$ cat src/rtl/amoled_wave_pkg.sv
// ---------------------------------------------------------------------------
// amoled_wave_pkg
//   Shared definitions for the AMOLED frame sequencer:
//   - phase_e      : state / phase encoding, also driven out on the phase port
//   - DRIVE_TBL    : logical drive pattern {vinit,vcomp,vscan,vem1,vem2} per phase
//   - next_segment : first non-empty frame segment after a given one
// ---------------------------------------------------------------------------
package amoled_wave_pkg;

   localparam int PHASE_W = 3;
   localparam int DRIVE_W = 5;

   typedef enum logic [PHASE_W-1:0] {
      PH_IDLE = 3'd0,
      PH_INIT = 3'd1,
      PH_SCAN = 3'd2,
      PH_EMIT = 3'd3,
      PH_HOLD = 3'd4,
      PH_TAIL = 3'd5,
      PH_DEAD = 3'd6
   } phase_e;

   // Indexed by phase code; entry 7 is unused and kept all-off.
   // Bit order {vinit,vcomp,vscan,vem1,vem2}. vscan and vem1 are never both set.
   localparam logic [7:0][DRIVE_W-1:0] DRIVE_TBL = {
      5'b00000,   // 7 unused
      5'b00000,   // 6 DEAD
      5'b00010,   // 5 TAIL
      5'b01011,   // 4 HOLD
      5'b00011,   // 3 EMIT
      5'b01100,   // 2 SCAN
      5'b11000,   // 1 INIT
      5'b00000    // 0 IDLE
   };

   // nz[k] flags a non-zero duration for phase code k+1 (INIT..TAIL).
   // Returns the lowest-coded non-empty segment after 'cur', or PH_IDLE when
   // the frame has nothing left. Called with PH_IDLE to find a frame's first segment.
   function automatic phase_e next_segment(phase_e cur, logic [4:0] nz);
      phase_e nxt;
      nxt = PH_IDLE;
      for (int p = int'(PH_TAIL); p >= int'(PH_INIT); p--) begin
         if (p > int'(cur) && nz[p-1]) nxt = phase_e'(p);
      end
      return nxt;
   endfunction

endpackage

$ cat src/rtl/amoled_frame_sequencer_if.sv
// ---------------------------------------------------------------------------
// amoled_frame_sequencer_if
//   Bundle between the panel timing controller and the frame sequencer.
//   Controller -> sequencer : start, stop, cont, cfg_t_* durations
//   Sequencer -> drivers    : vinit, vcomp, vscan, vem1, vem2, row_sel, phase,
//                             busy, frame_done
//   master = timing controller side, slave = sequencer side.
// ---------------------------------------------------------------------------
interface amoled_frame_sequencer_if
   import amoled_wave_pkg::*;
#(
   parameter int CNT_W = 16,
   parameter int ROWS  = 4
);
   logic               start;
   logic               stop;
   logic               cont;
   logic [CNT_W-1:0]   cfg_t_init;
   logic [CNT_W-1:0]   cfg_t_scan;
   logic [CNT_W-1:0]   cfg_t_emit;
   logic [CNT_W-1:0]   cfg_t_hold;
   logic [CNT_W-1:0]   cfg_t_tail;

   logic               vinit;
   logic               vcomp;
   logic               vscan;
   logic               vem1;
   logic               vem2;
   logic [ROWS-1:0]    row_sel;
   logic [PHASE_W-1:0] phase;
   logic               busy;
   logic               frame_done;

   modport master (
      output start, stop, cont,
      output cfg_t_init, cfg_t_scan, cfg_t_emit, cfg_t_hold, cfg_t_tail,
      input  vinit, vcomp, vscan, vem1, vem2, row_sel, phase, busy, frame_done
   );

   modport slave (
      input  start, stop, cont,
      input  cfg_t_init, cfg_t_scan, cfg_t_emit, cfg_t_hold, cfg_t_tail,
      output vinit, vcomp, vscan, vem1, vem2, row_sel, phase, busy, frame_done
   );
endinterface

$ cat src/rtl/amoled_phase_timer.sv
// ---------------------------------------------------------------------------
// amoled_phase_timer
//   Down-counter shared by every frame segment and dead-time gap.
//   clk, reset : clock, synchronous active-high reset
//   load       : load load_val (segment length minus one)
//   load_val   : value loaded on 'load'
//   en         : count down while set; holds at zero, never wraps
//   last       : counter is zero, i.e. current cycle is the segment's last
// ---------------------------------------------------------------------------
module amoled_phase_timer #(
   parameter int CNT_W = 16
) (
   input  logic             clk,
   input  logic             reset,
   input  logic             load,
   input  logic [CNT_W-1:0] load_val,
   input  logic             en,
   output logic             last
);

   logic [CNT_W-1:0] cnt;

   // NOTE: state registers use non-blocking assignment so every flop samples
   // pre-edge values, independent of statement or process ordering.
   always_ff @(posedge clk) begin
      if (reset) begin
         cnt <= '0;
      end else if (load) begin
         cnt <= load_val;
      end else if (en && cnt != '0) begin
         cnt <= cnt - 1'b1;
      end
   end

   assign last = (cnt == '0);

endmodule

$ cat src/rtl/amoled_frame_sequencer.sv
// ---------------------------------------------------------------------------
// amoled_frame_sequencer
//   Sequences one AMOLED frame: INIT, SCAN row 0..ROWS-1, EMIT, HOLD, TAIL,
//   with DEAD all-off gaps between consecutive non-empty segments. Durations
//   are shadowed at every frame launch; cont=1 chains frames back to back.
//   clk   : system clock
//   reset : synchronous, active-high
//   bus   : slave side of amoled_frame_sequencer_if (controls in, drives out)
// ---------------------------------------------------------------------------
module amoled_frame_sequencer
   import amoled_wave_pkg::*;
#(
   parameter int CNT_W      = 16,
   parameter int ROWS       = 4,
   parameter int DEAD       = 2,
   parameter bit ACTIVE_LOW = 1'b0
) (
   input  logic                    clk,
   input  logic                    reset,
   amoled_frame_sequencer_if.slave bus
);

   localparam int               ROW_W     = (ROWS > 1) ? $clog2(ROWS) : 1;
   localparam logic [ROW_W-1:0] ROW_LAST  = ROW_W'(ROWS - 1);
   localparam logic [CNT_W-1:0] DEAD_LOAD = (DEAD > 0) ? CNT_W'(DEAD - 1) : '0;

   phase_e             state, state_n;
   phase_e             tgt, tgt_n;       // segment entered when a DEAD gap ends
   phase_e             first_raw, nxt;
   logic [ROW_W-1:0]   row, row_n;
   logic               stop_latch, stop_n;
   logic               pend, pend_n;     // empty frame in cont mode: relaunch next cycle
   logic               launch, shadow_ld, done_n;
   logic               load, last;
   logic [CNT_W-1:0]   load_val;
   logic [CNT_W-1:0]   sh_init, sh_scan, sh_emit, sh_hold, sh_tail;
   logic [4:0]         nz_raw, nz_sh;

   logic [DRIVE_W-1:0] drive_q;
   logic [ROWS-1:0]    row_sel_q;
   logic               busy_q, done_q;

   function automatic logic [CNT_W-1:0] seg_len(
      phase_e p, logic [CNT_W-1:0] ti, ts, te, th, tt);
      logic [CNT_W-1:0] len;
      case (p)
         PH_INIT: len = ti;
         PH_SCAN: len = ts;
         PH_EMIT: len = te;
         PH_HOLD: len = th;
         PH_TAIL: len = tt;
         default: len = '0;
      endcase
      return len;
   endfunction

   amoled_phase_timer #(.CNT_W(CNT_W)) u_timer (
      .clk      (clk),
      .reset    (reset),
      .load     (load),
      .load_val (load_val),
      .en       (state != PH_IDLE),
      .last     (last)
   );

   assign nz_raw = {bus.cfg_t_tail != '0, bus.cfg_t_hold != '0, bus.cfg_t_emit != '0,
                    bus.cfg_t_scan != '0, bus.cfg_t_init != '0};
   assign nz_sh  = {sh_tail != '0, sh_hold != '0, sh_emit != '0,
                    sh_scan != '0, sh_init != '0};

   always_comb begin
      // NOTE: every combinational output gets a default first so no path
      // leaves it unassigned, which would otherwise infer a latch.
      state_n   = state;
      tgt_n     = tgt;
      row_n     = row;
      load      = 1'b0;
      load_val  = '0;
      shadow_ld = 1'b0;
      done_n    = 1'b0;
      pend_n    = 1'b0;
      launch    = 1'b0;
      nxt       = PH_IDLE;
      stop_n    = stop_latch | (bus.stop && state != PH_IDLE);
      first_raw = next_segment(PH_IDLE, nz_raw);

      case (state)
         PH_IDLE: begin
            stop_n = 1'b0;
            if (bus.start || pend) launch = 1'b1;
         end
         PH_DEAD: begin
            if (last) begin
               state_n  = tgt;
               load     = 1'b1;
               load_val = seg_len(tgt, sh_init, sh_scan, sh_emit, sh_hold, sh_tail) - 1'b1;
            end
         end
         default: begin
            if (last) begin
               if (state == PH_SCAN && row != ROW_LAST) nxt = PH_SCAN;
               else                                     nxt = next_segment(state, nz_sh);

               if (nxt != PH_IDLE) begin
                  if (state == PH_SCAN && nxt == PH_SCAN) row_n = row + 1'b1;
                  load = 1'b1;
                  if (DEAD > 0) begin
                     state_n  = PH_DEAD;
                     tgt_n    = nxt;
                     load_val = DEAD_LOAD;
                  end else begin
                     state_n  = nxt;
                     load_val = seg_len(nxt, sh_init, sh_scan, sh_emit, sh_hold, sh_tail) - 1'b1;
                  end
               end else begin
                  // Frame end: a stop seen on this very edge also blocks the restart.
                  done_n = 1'b1;
                  stop_n = 1'b0;
                  if (bus.cont && !(stop_latch || bus.stop)) launch = 1'b1;
                  else                                       state_n = PH_IDLE;
               end
            end
         end
      endcase

      // A launch starts straight into the first non-empty segment (no dead time)
      // using the live cfg values, which are captured into the shadows alongside.
      if (launch) begin
         shadow_ld = 1'b1;
         row_n     = '0;
         state_n   = first_raw;
         if (first_raw == PH_IDLE) begin
            done_n = 1'b1;
            pend_n = bus.cont && !bus.stop;
         end else begin
            load     = 1'b1;
            load_val = seg_len(first_raw, bus.cfg_t_init, bus.cfg_t_scan, bus.cfg_t_emit,
                               bus.cfg_t_hold, bus.cfg_t_tail) - 1'b1;
         end
      end
   end

   always_ff @(posedge clk) begin
      if (reset) begin
         state      <= PH_IDLE;
         tgt        <= PH_IDLE;
         row        <= '0;
         stop_latch <= 1'b0;
         pend       <= 1'b0;
         sh_init    <= '0;
         sh_scan    <= '0;
         sh_emit    <= '0;
         sh_hold    <= '0;
         sh_tail    <= '0;
         drive_q    <= {DRIVE_W{ACTIVE_LOW}};
         row_sel_q  <= '0;
         busy_q     <= 1'b0;
         done_q     <= 1'b0;
      end else begin
         state      <= state_n;
         tgt        <= tgt_n;
         row        <= row_n;
         stop_latch <= stop_n;
         pend       <= pend_n;
         if (shadow_ld) begin
            sh_init <= bus.cfg_t_init;
            sh_scan <= bus.cfg_t_scan;
            sh_emit <= bus.cfg_t_emit;
            sh_hold <= bus.cfg_t_hold;
            sh_tail <= bus.cfg_t_tail;
         end
         // Outputs are decoded from the next state so they line up with 'state'.
         drive_q    <= DRIVE_TBL[state_n] ^ {DRIVE_W{ACTIVE_LOW}};
         row_sel_q  <= (state_n == PH_SCAN) ? (ROWS'(1) << row_n) : '0;
         busy_q     <= (state_n != PH_IDLE);
         done_q     <= done_n;
      end
   end

   assign bus.vinit      = drive_q[4];
   assign bus.vcomp      = drive_q[3];
   assign bus.vscan      = drive_q[2];
   assign bus.vem1       = drive_q[1];
   assign bus.vem2       = drive_q[0];
   assign bus.row_sel    = row_sel_q;
   assign bus.phase      = state;
   assign bus.busy       = busy_q;
   assign bus.frame_done = done_q;

endmodule

$ cat src/flat_wrapper.sv
// flat-port wrapper written by rule: the top's interface ports become plain ports
module amoled_frame_sequencer_flat import amoled_wave_pkg::*;
#(
   parameter int CNT_W      = 16,
   parameter int ROWS       = 4,
   parameter int DEAD       = 2,
   parameter bit ACTIVE_LOW = 1'b0
)
  (clk, reset, bus_start, bus_stop, bus_cont, bus_cfg_t_init, bus_cfg_t_scan, bus_cfg_t_emit, bus_cfg_t_hold, bus_cfg_t_tail, bus_vinit, bus_vcomp, bus_vscan, bus_vem1, bus_vem2, bus_row_sel, bus_phase, bus_busy, bus_frame_done);
  amoled_frame_sequencer_if #(.CNT_W(CNT_W), .ROWS(ROWS)) bus_i ();
  input  logic clk;
  input  logic reset;
  input wire logic [$bits(bus_i.start)-1:0] bus_start;
  input wire logic [$bits(bus_i.stop)-1:0] bus_stop;
  input wire logic [$bits(bus_i.cont)-1:0] bus_cont;
  input wire logic [$bits(bus_i.cfg_t_init)-1:0] bus_cfg_t_init;
  input wire logic [$bits(bus_i.cfg_t_scan)-1:0] bus_cfg_t_scan;
  input wire logic [$bits(bus_i.cfg_t_emit)-1:0] bus_cfg_t_emit;
  input wire logic [$bits(bus_i.cfg_t_hold)-1:0] bus_cfg_t_hold;
  input wire logic [$bits(bus_i.cfg_t_tail)-1:0] bus_cfg_t_tail;
  output wire logic [$bits(bus_i.vinit)-1:0] bus_vinit;
  output wire logic [$bits(bus_i.vcomp)-1:0] bus_vcomp;
  output wire logic [$bits(bus_i.vscan)-1:0] bus_vscan;
  output wire logic [$bits(bus_i.vem1)-1:0] bus_vem1;
  output wire logic [$bits(bus_i.vem2)-1:0] bus_vem2;
  output wire logic [$bits(bus_i.row_sel)-1:0] bus_row_sel;
  output wire logic [$bits(bus_i.phase)-1:0] bus_phase;
  output wire logic [$bits(bus_i.busy)-1:0] bus_busy;
  output wire logic [$bits(bus_i.frame_done)-1:0] bus_frame_done;
  assign bus_i.start = bus_start;
  assign bus_i.stop = bus_stop;
  assign bus_i.cont = bus_cont;
  assign bus_i.cfg_t_init = bus_cfg_t_init;
  assign bus_i.cfg_t_scan = bus_cfg_t_scan;
  assign bus_i.cfg_t_emit = bus_cfg_t_emit;
  assign bus_i.cfg_t_hold = bus_cfg_t_hold;
  assign bus_i.cfg_t_tail = bus_cfg_t_tail;
  assign bus_vinit = bus_i.vinit;
  assign bus_vcomp = bus_i.vcomp;
  assign bus_vscan = bus_i.vscan;
  assign bus_vem1 = bus_i.vem1;
  assign bus_vem2 = bus_i.vem2;
  assign bus_row_sel = bus_i.row_sel;
  assign bus_phase = bus_i.phase;
  assign bus_busy = bus_i.busy;
  assign bus_frame_done = bus_i.frame_done;
  amoled_frame_sequencer #(.CNT_W(CNT_W), .ROWS(ROWS), .DEAD(DEAD), .ACTIVE_LOW(ACTIVE_LOW)) u_core (.clk(clk), .reset(reset), .bus(bus_i));
endmodule
$ cat config.mk
export PLATFORM = sky130hd
export DESIGN_NAME = amoled_frame_sequencer_flat
export DESIGN_NICKNAME = d
export VERILOG_FILES = /design/src/rtl/amoled_wave_pkg.sv /design/src/rtl/amoled_frame_sequencer_if.sv /design/src/rtl/amoled_phase_timer.sv /design/src/rtl/amoled_frame_sequencer.sv /design/src/flat_wrapper.sv
export SDC_FILE = /design/constraint.sdc
export NUM_CORES = 1
export LEC_CHECK = 0
export ABC_AREA = 1
export BUFFER_PORTS_ARGS = -buffer_cell sky130_fd_sc_hd__buf_2
export CORE_AREA = 5 5 116 118
export DETAILED_ROUTE_END_ITERATION = 7
export DIE_AREA = 0 0 121 123
export HOLD_SLACK_MARGIN = 0.06
export PLACE_DENSITY = 0.85
export SLEW_MARGIN = 25
export SYNTH_ARGS = -nofsm -noshare
export SYNTH_HDL_FRONTEND = slang
export SYNTH_SLANG_ARGS = --single-unit
$ cat constraint.sdc
create_clock -name clk -period 3.9 [get_ports clk]
set_input_delay 0.39 -clock clk [delete_from_list [all_inputs] [get_ports clk]]
set_output_delay 0.39 -clock clk [all_outputs]
set_load 0.005 [all_outputs]
# ---- After elaboration in Yosys (flattened, before gate mapping)
# Memory sizes are Yosys's and may differ from the RTL's. A register that Yosys moved wholly into a read port is not among the register bits.
# Cells that the tools add are included.
dict set report op_classes {
  n_addsub 4
  multipliers 0
  n_div 0
  magnitude_cmp 5
  eq_ne 15
  n_shift 1
  n_mux 58
  bitwise_logic 5
  reduce_logical 37
}
# cell n
set op_table {}
lappend op_table {{$reduce_bool 16->1} 11}
lappend op_table {{$mux 16} 10}
lappend op_table {{$pmux 16 s5} 2}
lappend op_table {{$mux 3} 18}
lappend op_table {{$sub 16x1->16 const B} 3}
lappend op_table {{$pmux 16 s2} 1}
lappend op_table {{$eq 3x2->1 const B} 7}
lappend op_table {{$mux 1} 18}
lappend op_table {{$logic_not 16->1} 1}
lappend op_table {{$eq 3x3->1 const B} 5}
lappend op_table {{$logic_and 1x1->1} 11}
lappend op_table {{$mux 2} 5}
lappend op_table {{$reduce_bool 3->1} 3}
lappend op_table {{$eq 3x1->1 const B} 2}
lappend op_table {{$gt 2x3->1 const A} 2}
lappend op_table {{$gt 3x3->1 const A} 2}
lappend op_table {{$logic_not 3->1} 2}
lappend op_table {{$pmux 1 s2} 3}
lappend op_table {{$pmux 3 s2} 1}
lappend op_table {{$not 1->1} 4}
lappend op_table {{$reduce_or 2->1} 2}
lappend op_table {{$shl 1x2->4 const A} 1}
lappend op_table {{$gt 1x3->1 const A} 1}
lappend op_table {{$reduce_and 3->1} 1}
lappend op_table {{7 further kinds} 9}
dict set report word_totals {
  reg_bits 112
  latch_bits 0
  ram_bits 0
  romBits 40
  elab_cells 140
  memories 1
}
# name words width read_ports rd_clocked_by_memory_dff wr line_no
set memory_table {}
lappend memory_table {{(no name shown)} 8 5 1 1 0 amoled_frame_sequencer.sv:173} ;# drive_q <= DRIVE_TBL[state_n] ^ {DRIVE_W{ACTIVE_LOW}};

# ---- Longest topological paths before layout
# Gate-level depths: netlist (run 1).
dict set report logic_depth {
  depth_word 19
  mapped_depth 26
}

# ---- Cells and area by module
# Synthesis (run 1) repeated with hierarchy kept, for this count alone.
dict set report unflattened {
  hier_cells 1239
  area_unflattened_um2 7850.0
}
# module instances cells_each area_per_inst_um2 seq_area_each_um2
set by_module_without_submodules {}
lappend by_module_without_submodules {amoled_frame_sequencer 1 1019 6643.9 2021.9}
lappend by_module_without_submodules {amoled_phase_timer 1 220 1206.2 320.3}

# ---- Worst setup path before layout (run 1)
# No wires, ideal clock.
dict set report synth_path {
  path_kind {register -> register}
  startpoint {reg u_core.u_timer.cnt[0]}
  endpoint {reg u_core.row_sel_q[0], in the netlist u_core.bus.row_sel[0]}
  setup_ps 131
  t_arrival_ps 2495
  t_required_ps 3769
  slack_ps 1273
  path_stages_with_launch 18
  n_path_buf 0
  period_less_slack_ps 2627
  cell_sequence {dfxtp_1 inv_1 ha_1 nand2_1 nor2_2 nand4_1 nor2_2 nand2_2 nor2_1 inv_1 o21ai_0 o21ai_0 o21ai_1 inv_1 ha_1 and3_1 nand2_1 nor3_1}
}
dict set report synth_via {
  elab_chain_len 7
  word_cells_on_any_way 14
  classes_between {eq/ne (1); shift (1); mux (9); bitwise (1); reduce/logical (2)}
}
# item line_no
set synth_lines {}
lappend synth_lines {{start, declared} amoled_phase_timer.sv:21} ;# logic [CNT_W-1:0] cnt;
lappend synth_lines {{start signal, assigned} amoled_phase_timer.sv:29} ;# cnt <= load_val;
lappend synth_lines {{start signal, assigned} amoled_phase_timer.sv:31} ;# cnt <= cnt - 1'b1;
lappend synth_lines {{$logic_not 16->1 *} amoled_phase_timer.sv:35} ;# assign last = (cnt == '0);
lappend synth_lines {{$mux 3 (tied with other cells)} amoled_frame_sequencer.sv:100} ;# if (last) begin
lappend synth_lines {{$pmux 3 s2 / $pmux 1 s2 (equally long branches)} amoled_frame_sequencer.sv:87} ;# case (state)
lappend synth_lines {{$mux 3 *} amoled_frame_sequencer.sv:128} ;# if (launch) begin
lappend synth_lines {{via u_core.state_n[1]} amoled_frame_sequencer.sv:27} ;# phase_e state, state_n;
lappend synth_lines {{$eq 3x2->1 *} amoled_frame_sequencer.sv:174} ;# row_sel_q <= (state_n == PH_SCAN) ? (ROWS'(1) << row_n) : '0;
lappend synth_lines {{$not 1->1 (no source line) *} n/a}
lappend synth_lines {{$reduce_or 2->1 (no source line) *} n/a}
lappend synth_lines {{end signal, assigned} amoled_frame_sequencer.sv:174}
lappend synth_lines {{end, declared} amoled_frame_sequencer.sv:40} ;# logic [ROWS-1:0] row_sel_q;
# Mark *: on every way through the listed nets, which the timed path passes. The rest lies on a longest branch.
# A chain may end at the register's enable or synchronous reset.

# ---- Worst setup path after layout (run 1)
# Same ends and word-level chain as after synthesis.

==> flow_summary_export.csv, run 1 <==
group,metric,value,unit
outcome,status,"finished clean",
setup_path,end_kind,"flop",
clock_tree,worst_setup_hold_path_clk_slew,0.06,ns
grt,grt-ovfl-total,0,
setup_path,rrSetupSlack,0.50,ns
hold_path,hold_start,"bus_stop",
clock_tree,largest_buffer_count_on_any_clock_path,2,
drt,remaining_drc_errors,0,
clock_tree,cts_tree,"done",
die,initial_util,0.615,
clock_tree,cts_num_sinks,117,
timing,max-slew-margin-rel,0.359,
clock_tree,ctsHtreeMaxLevel,4,
grt,grt_start_max_net_pins,92,
die,rows,41,
die,die_y,123,um
place,hpwlAfterDp,20300,um
clock_tree,cts_setup_buffers,0,
clock_tree,post_cts_hold_buffers,0,
final_layout,nets,1358,
timing,grt_setup_unrepaired,"false",
final_layout,insertedDiodeCount,0,
pwr,clkPwrFrac,0.293,
pwr,switchingPower,2.13,mW
synthesis,syn_area,0.00761,mm^2
pwr,power_report.internal_total,3.02,mW
drt,drt_first_iter_violations,1413,
place,portBuffers,98,
final_layout,flow.area_growth_from_synthesis,14.6,%
setup_path,worst_r2r_path_depth,17,
grt,first_pass_grt_wire_length,40300,um
timing,final.min_clock_period,3.40,ns
die,dieArea,0.0149,mm^2
timing,total_count_of_hold_check_failures_in_the_final_report,0,
synthesis,cell_variety_after_synth,46,
timing,tightestPinTransition,0.961,ns
grt,grt_pass1_vias,7557,
pwr,power.switching_fraction,0.413,
pwr,combPwrFrac,0.380,
synthesis,synth_top_flop_cell,"sky130_fd_sc_hd__dfxtp_1",
synthesis,postSynthNetCount,1277,
timing,final.setup.tns,0,ns
timing,final_critical_path_setup_slack,0.504,ns
setup_path,startpoint_type,"flop",
synthesis,synth.yosys.seq_area_share,0.308,
drt,routed_via_density,5.94,
pwr,power.density_cell_area,590,mW/mm^2
synthesis,ys_ff_latch,117,
final_layout,drive_gt1_frac,0.177,
synthesis,synth-edff-count,0,
setup_path,worst_r2r_startpoint,"u_core.u_timer.cnt[0]",
place,finalWeightedCongestion,1.13,
hold_path,endpoint_of_the_worst_hold_path,"u_core.pend",
clock_tree,cts_buffers,17,
clock_tree,ctsRootBufferMaster,"sky130_fd_sc_hd__clkbuf_16",
clock_tree,cts_resized,0,
synthesis,syn-instance-count,1185,
drt,detail_route.first_pass.iterations,6,
synthesis,synth_warnings,0,
drt,wirelength,26700,um
setup_path,crit_path_max_fanout,7,
pwr,seq_power_share,0.326,
setup_path,timing.rr.end,"u_core.bus.row_sel[0]",
pwr,vdd_ir_drop_max,0.299,mV
timing,worst_clock_skew,0.0102,ns
die,coreArea,0.0124,mm^2
die,die_w,121,um
timing,achievable-frequency,294,MHz
timing,setup_viol_count_final,0,
synthesis,postSynth.asyncResetShare,0,
place,place_ws,0.632,ns
hold_path,hold_path.class,"input port to flop",
die,boundaryPins,99,
grt,globalRouteTotalUtil,0.355,
hold_path,hold_depth,2,
grt,antenna_found_initial,0,
setup_path,cp.required,4.20,ns
final_layout,post_route_utilization,0.705,
timing,final_min_period_over_clock_period,0.871,
synthesis,synthesis.area_per_instance,6.42,um^2
drt,vias,8617,
drt,post_drt_wl_per_cell,18.4,um
drt,detail-route-antenna-nets,0,
clock_tree,clock_insertion_delay_worst_skew,0.44,ns
timing,drv_slew,0,
setup_path,cp_data_arrival_time,3.70,ns
final_layout,fillerInstances,1094,
pwr,p_leak,3.99,nW
setup_path,setup.worst_path.class,"flop to flop",
flow_run,max-cap-violations,0,
[critical path: stages, from the launching register on]
cell	delay [ns]
sky130_fd_sc_hd__dfxtp_1	0.31
sky130_fd_sc_hd__inv_1	0.12
sky130_fd_sc_hd__ha_1	0.20
sky130_fd_sc_hd__nand2_1	0.14
sky130_fd_sc_hd__nor2_2	0.16
sky130_fd_sc_hd__nand4_1	0.17
sky130_fd_sc_hd__nor2_2	0.21
sky130_fd_sc_hd__nand2_2	0.14
sky130_fd_sc_hd__nor2_1	0.40
sky130_fd_sc_hd__inv_1	0.23
sky130_fd_sc_hd__o21ai_0	0.18
sky130_fd_sc_hd__o21ai_0	0.11
sky130_fd_sc_hd__o21ai_1	0.24
sky130_fd_sc_hd__inv_1	0.13
sky130_fd_sc_hd__ha_1	0.21
sky130_fd_sc_hd__and3_1	0.20
sky130_fd_sc_hd__nand2_1	0.09
sky130_fd_sc_hd__nor3_1	0.04
[sequential cells by signal, summed over array words and instances (netlist names)]
| register | cells |
|---|---|
| u_core.sh_scan | 16 |
| u_core.bus.phase | 3 |
| u_core.sh_emit | 16 |
| u_core.bus.row_sel | 4 |
| u_core.sh_init | 16 |
| u_core.sh_hold | 16 |
| u_core.u_timer.cnt | 16 |
| u_core.sh_tail | 16 |
| u_core.tgt | 3 |
| u_core.bus.frame_done | 1 |
| u_core.bus.busy | 1 |
| u_core.stop_latch | 1 |
| u_core.row | 2 |
| u_core.pend | 1 |
| u_core.drive_q | 5 |
[final cells by class]
| type | instances | area [um^2] | share of cell area |
|---|---|---|---|
| inverters | 187 | 704 | 0.0808 |
| clock buffers | 18 | 439 | 0.0504 |
| clock inverters | 14 | 128 | 0.0146 |
| well taps | 172 | 215 | 0.0247 |
| flip-flops and latches | 117 | 2340 | 0.269 |
| multi-input cells | 835 | 4310 | 0.495 |
| repair buffers | 108 | 578 | 0.0663 |
[per-stage QoR]
step                instances  total power [mW]  cell area, um^2  hold WS (ns)
finish                   1451              5.14             8720         0.144
global route             1451              5.42             8720         0.149
CTS                      1451              5.05             8720         0.148
detailed placement       1419              3.55             8150         0.471
global placement         1419              3.49             8150         0.461
floorplan                1185              3.04             7610         0.444
[kinds of logic (layout without fill, tap and decap cells)]
kind of cell | count (synthesis) | count (layout) | share of synthesized area
buffers and inverters | 233 | 327 | 0.125
AOI/OAI and AO/OA | 286 | 286 | 0.206
DFF | 117 | 117 | 0.308
xor gates and xnor gates | 25 | 25 | 0.0288
adders and majority gates | 7 | 7 | 0.0115
and+or+nand+nor | 517 | 517 | 0.320
[how the worst max path moves through the flow]
stage                                      from                     end  slack [ns]  cells past startpoint
after global routing      u_core.u_timer.cnt[0]   u_core.bus.row_sel[0]        0.23                     17
after CTS                 u_core.u_timer.cnt[0]   u_core.bus.row_sel[1]        0.58                     17
after floorplan           u_core.u_timer.cnt[0]   u_core.bus.row_sel[0]        1.27                     17
after global placement       bus_cfg_t_emit[11]  u_core.u_timer.cnt[14]        0.71                     22
after detailed placement  u_core.u_timer.cnt[0]   u_core.bus.row_sel[1]        0.63                     17
final                     u_core.u_timer.cnt[0]   u_core.bus.row_sel[0]        0.50                     17
[power by group through the flow]
stage	Clock (mW)	Combinational (mW)	Sequential, mW
after floorplan	0	1.39	1.64
after global placement	0	1.82	1.67
after detailed placement	0	1.87	1.68
after CTS	1.49	1.90	1.66
after global routing	1.57	2.16	1.70
final	1.51	1.96	1.68
[cell usage after synthesis (15+ instances only)]
| library cell | count | area [um^2] |
|---|---|---|
| sky130_fd_sc_hd__o22ai_1 | 30 | 188 |
| sky130_fd_sc_hd__a21oi_1 | 102 | 510 |
| sky130_fd_sc_hd__inv_1 | 164 | 616 |
| sky130_fd_sc_hd__clkbuf_1 | 21 | 78.8 |
| sky130_fd_sc_hd__xor2_1 | 15 | 131 |
| sky130_fd_sc_hd__inv_2 | 19 | 71.3 |
| sky130_fd_sc_hd__o21ai_0 | 118 | 591 |
| sky130_fd_sc_hd__nand3_1 | 62 | 310 |
| sky130_fd_sc_hd__nor2_1 | 147 | 552 |
| sky130_fd_sc_hd__nor2_2 | 15 | 93.8 |
| sky130_fd_sc_hd__dfxtp_1 | 117 | 2340 |
| sky130_fd_sc_hd__nand4_1 | 32 | 200 |
| sky130_fd_sc_hd__nand2_1 | 195 | 732 |
[metal layers]
metal | global-route usage | share of wire | vias up
met1 | 0.481 | 0.39 | 3861
met2 | 0.515 | 0.42 | 615
met3 | 0.119 | 0.15 | 100
met4 | 0.151 | 0.041 | 0
met5 | 0 | 0 | -
li1 | - | - | 4041
[cell usage in the layout (no fill, tap or decap), drive strengths merged]
master / n
o22a: 1
nand3: 73
xor2: 15
clkinv: 9
a2111oi: 1
ha: 7
clkbuf: 18
nor4: 8
nor2: 172
o22ai: 30
nand3b: 1
o21bai: 1
dfxtp: 117
nand2: 207
o21ai: 132
and3: 1
o31ai: 1
a22oi: 1
clkinvlp: 4
a31oi: 1
nand4: 32
inv: 187
nor3: 21
o211ai: 1
xnor2: 10
and2: 2
buf: 108
a211oi: 12
a21oi: 105
bufinv: 1
Note: power is estimated with default switching activity, not from simulation.
==> inputs of run 2 (changes only) <==
--- a/config.mk
+++ b/config.mk
@@ -11,7 +11,7 @@
 export DETAILED_ROUTE_END_ITERATION = 7
 export DIE_AREA = 0 0 121 123
 export HOLD_SLACK_MARGIN = 0.06
-export PLACE_DENSITY = 0.85
+export PLACE_DENSITY_LB_ADDON = 0.3
 export SLEW_MARGIN = 25
 export SYNTH_ARGS = -nofsm -noshare
 export SYNTH_HDL_FRONTEND = slang
==> run 2 against run 1 <==
  * Worst hold slack gained 0.0061 ns
  * Maximum frequency grew 7.7%
  * Critical path depth is the same
  * Cell count is the same
  * Critical path type unchanged
  * Largest cell class unchanged
==> flow_summary_export.csv, run 2 (synthesis gave the netlist of run 1 again) <==
group,metric,value,unit
outcome,status,"finished clean",
die,die_y,123,um
timing,achievable-frequency,317,MHz
setup_path,worst_r2r_startpoint,"u_core.u_timer.cnt[0]",
place,place_ws,0.607,ns
timing,final.setup.tns,0,ns
place,portBuffers,98,
die,initial_util,0.615,
setup_path,cp.required,4.25,ns
final_layout,fillerInstances,1128,
setup_path,crit_path_max_fanout,60,
grt,grt_start_max_net_pins,91,
setup_path,timing.rr.end,"u_core.u_timer.cnt[4]",
setup_path,end_kind,"flop",
timing,max-slew-margin-rel,0.473,
setup_path,cp-startpoint,"u_core.u_timer.cnt[0]",
setup_path,setup.worst_path.class,"flop to flop",
final_layout,drive_gt1_frac,0.177,
timing,tightestPinTransition,0.790,ns
die,boundaryPins,99,
timing,setup_viol_count_final,0,
grt,globalRouteTotalUtil,0.358,
grt,grt_pass1_vias,7520,
drt,post_drt_wl_per_cell,18.3,um
timing,final_min_period_over_clock_period,0.808,
die,die_w,121,um
clock_tree,ctsHtreeMaxLevel,4,
setup_path,rrSetupSlack,0.75,ns
die,dieArea,0.0149,mm^2
pwr,clkPwrFrac,0.313,
drt,remaining_drc_errors,0,
setup_path,cp_data_arrival_time,3.50,ns
final_layout,nets,1358,
clock_tree,cts_setup_buffers,0,
final_layout,insertedDiodeCount,0,
flow_run,max-cap-violations,0,
clock_tree,largest_buffer_count_on_any_clock_path,2,
pwr,post-layout-total-power,5.22,mW
timing,worst_clock_skew,0.00838,ns
drt,detail-route-antenna-nets,0,
place,finalWeightedCongestion,1.03,
final_layout,flow.area_growth_from_synthesis,15.0,%
clock_tree,cts_num_sinks,117,
timing,total_count_of_hold_check_failures_in_the_final_report,0,
clock_tree,worst_setup_hold_path_clk_slew,0.06,ns
pwr,power.switching_fraction,0.402,
pwr,combPwrFrac,0.367,
clock_tree,cts_tree,"done",
final_layout,layout.cells.most_common,"sky130_fd_sc_hd__nand2_1",
clock_tree,post_cts_hold_buffers,0,
timing,grt_setup_unrepaired,"false",
pwr,power_report.internal_total,3.12,mW
grt,first_pass_grt_wire_length,40800,um
drt,drt_first_iter_violations,1148,
drt,wirelength,26500,um
timing,drv_slew,0,
timing,final.min_clock_period,3.15,ns
pwr,p_leak,4.00,nW
place,hpwlAfterDp,20300,um
drt,detail_route.first_pass.iterations,6,
die,coreArea,0.0124,mm^2
setup_path,worst_r2r_path_depth,17,
pwr,vdd_ir_drop_max,0.365,mV
clock_tree,clock_insertion_delay_worst_skew,0.43,ns
final_layout,layout_common_cells,"sky130_fd_sc_hd__nand2_1, sky130_fd_sc_hd__inv_1, sky130_fd_sc_hd__nor2_1",
die,rows,41,
pwr,seq_power_share,0.320,
hold_path,hold_path.class,"input port to flop",
drt,vias,8439,
pwr,power.density_cell_area,597,mW/mm^2
place,detailed_place.area,0.00814,mm^2
clock_tree,cts_buffers,17,
clock_tree,ctsRootBufferMaster,"sky130_fd_sc_hd__clkbuf_16",
setup_path,startpoint_type,"flop",
pwr,switchingPower,2.09,mW
grt,grt-ovfl-total,0,
timing,final_critical_path_setup_slack,0.748,ns
drt,routed_via_density,5.82,
grt,antenna_found_initial,0,
final_layout,finalInstanceArea,0.00874,mm^2
setup_path,crit_path_end,"u_core.u_timer.cnt[4]",
clock_tree,cts_resized,0,
run 2: layout make-up:
cell class                 instances  area, um^2  area share
tap                              172         215      0.0246
inverter                         187         704      0.0806
clock buffer                      18         429      0.0491
clock inverter                    14         175      0.0200
sequential                       117        2340       0.268
timing repair buffer             108         566      0.0647
multi-input combinational        835        4310       0.493
run 2: how the worst min path moves through the flow:
stage / startpoint / end / slack [ns] / cells after the start
after floorplan: u_core.sh_scan[2] / u_core.sh_scan[2] / 0.44 / 2
after global placement: u_core.sh_scan[6] / u_core.sh_scan[6] / 0.46 / 2
after detailed placement: u_core.sh_tail[12] / u_core.sh_tail[12] / 0.46 / 2
after CTS: bus_stop / u_core.pend / 0.14 / 2
after global routing: bus_stop / u_core.pend / 0.15 / 2
final: bus_stop / u_core.pend / 0.15 / 2
run 2: worst max-delay path, cell delays in order, from the launching register on:
cell,delay (ns)
sky130_fd_sc_hd__dfxtp_1,0.30
sky130_fd_sc_hd__inv_1,0.09
sky130_fd_sc_hd__ha_1,0.20
sky130_fd_sc_hd__nand2_1,0.15
sky130_fd_sc_hd__nor2_2,0.14
sky130_fd_sc_hd__nand4_1,0.12
sky130_fd_sc_hd__nor2_2,0.18
sky130_fd_sc_hd__nand2_2,0.16
sky130_fd_sc_hd__nor2_1,0.14
sky130_fd_sc_hd__nand4_1,0.13
sky130_fd_sc_hd__nand2_2,0.14
sky130_fd_sc_hd__buf_4,0.47
sky130_fd_sc_hd__nand2_2,0.23
sky130_fd_sc_hd__clkinv_1,0.23
sky130_fd_sc_hd__nand2_1,0.10
sky130_fd_sc_hd__nand3_1,0.09
sky130_fd_sc_hd__nand2_1,0.05
sky130_fd_sc_hd__a21oi_1,0.15
run 2: per-stage QoR:
step,std cells,utilization,hold slack (ns)
after floorplan,1185,-,0.444
after global placement,1419,0.658,0.462
after global routing,1451,0.707,0.155
after CTS,1451,0.707,0.143
after detailed placement,1419,0.658,0.465
final,1451,0.707,0.150
run 2: power by group through the flow:
stage	Sequential, mW	Clock, mW	Combinational [mW]
after global routing	1.70	1.69	2.14
after CTS	1.66	1.63	1.87
final	1.67	1.63	1.92
after floorplan	1.64	0	1.39
after global placement	1.67	0	1.82
after detailed placement	1.68	0	1.85
run 2: layer usage:
layer | vias up | part of all wire | global-route usage
met5 | - | 0 | 0
met3 | 74 | 0.13 | 0.122
li1 | 4050 | - | -
met2 | 541 | 0.42 | 0.533
met4 | 0 | 0.034 | 0.121
met1 | 3774 | 0.42 | 0.488
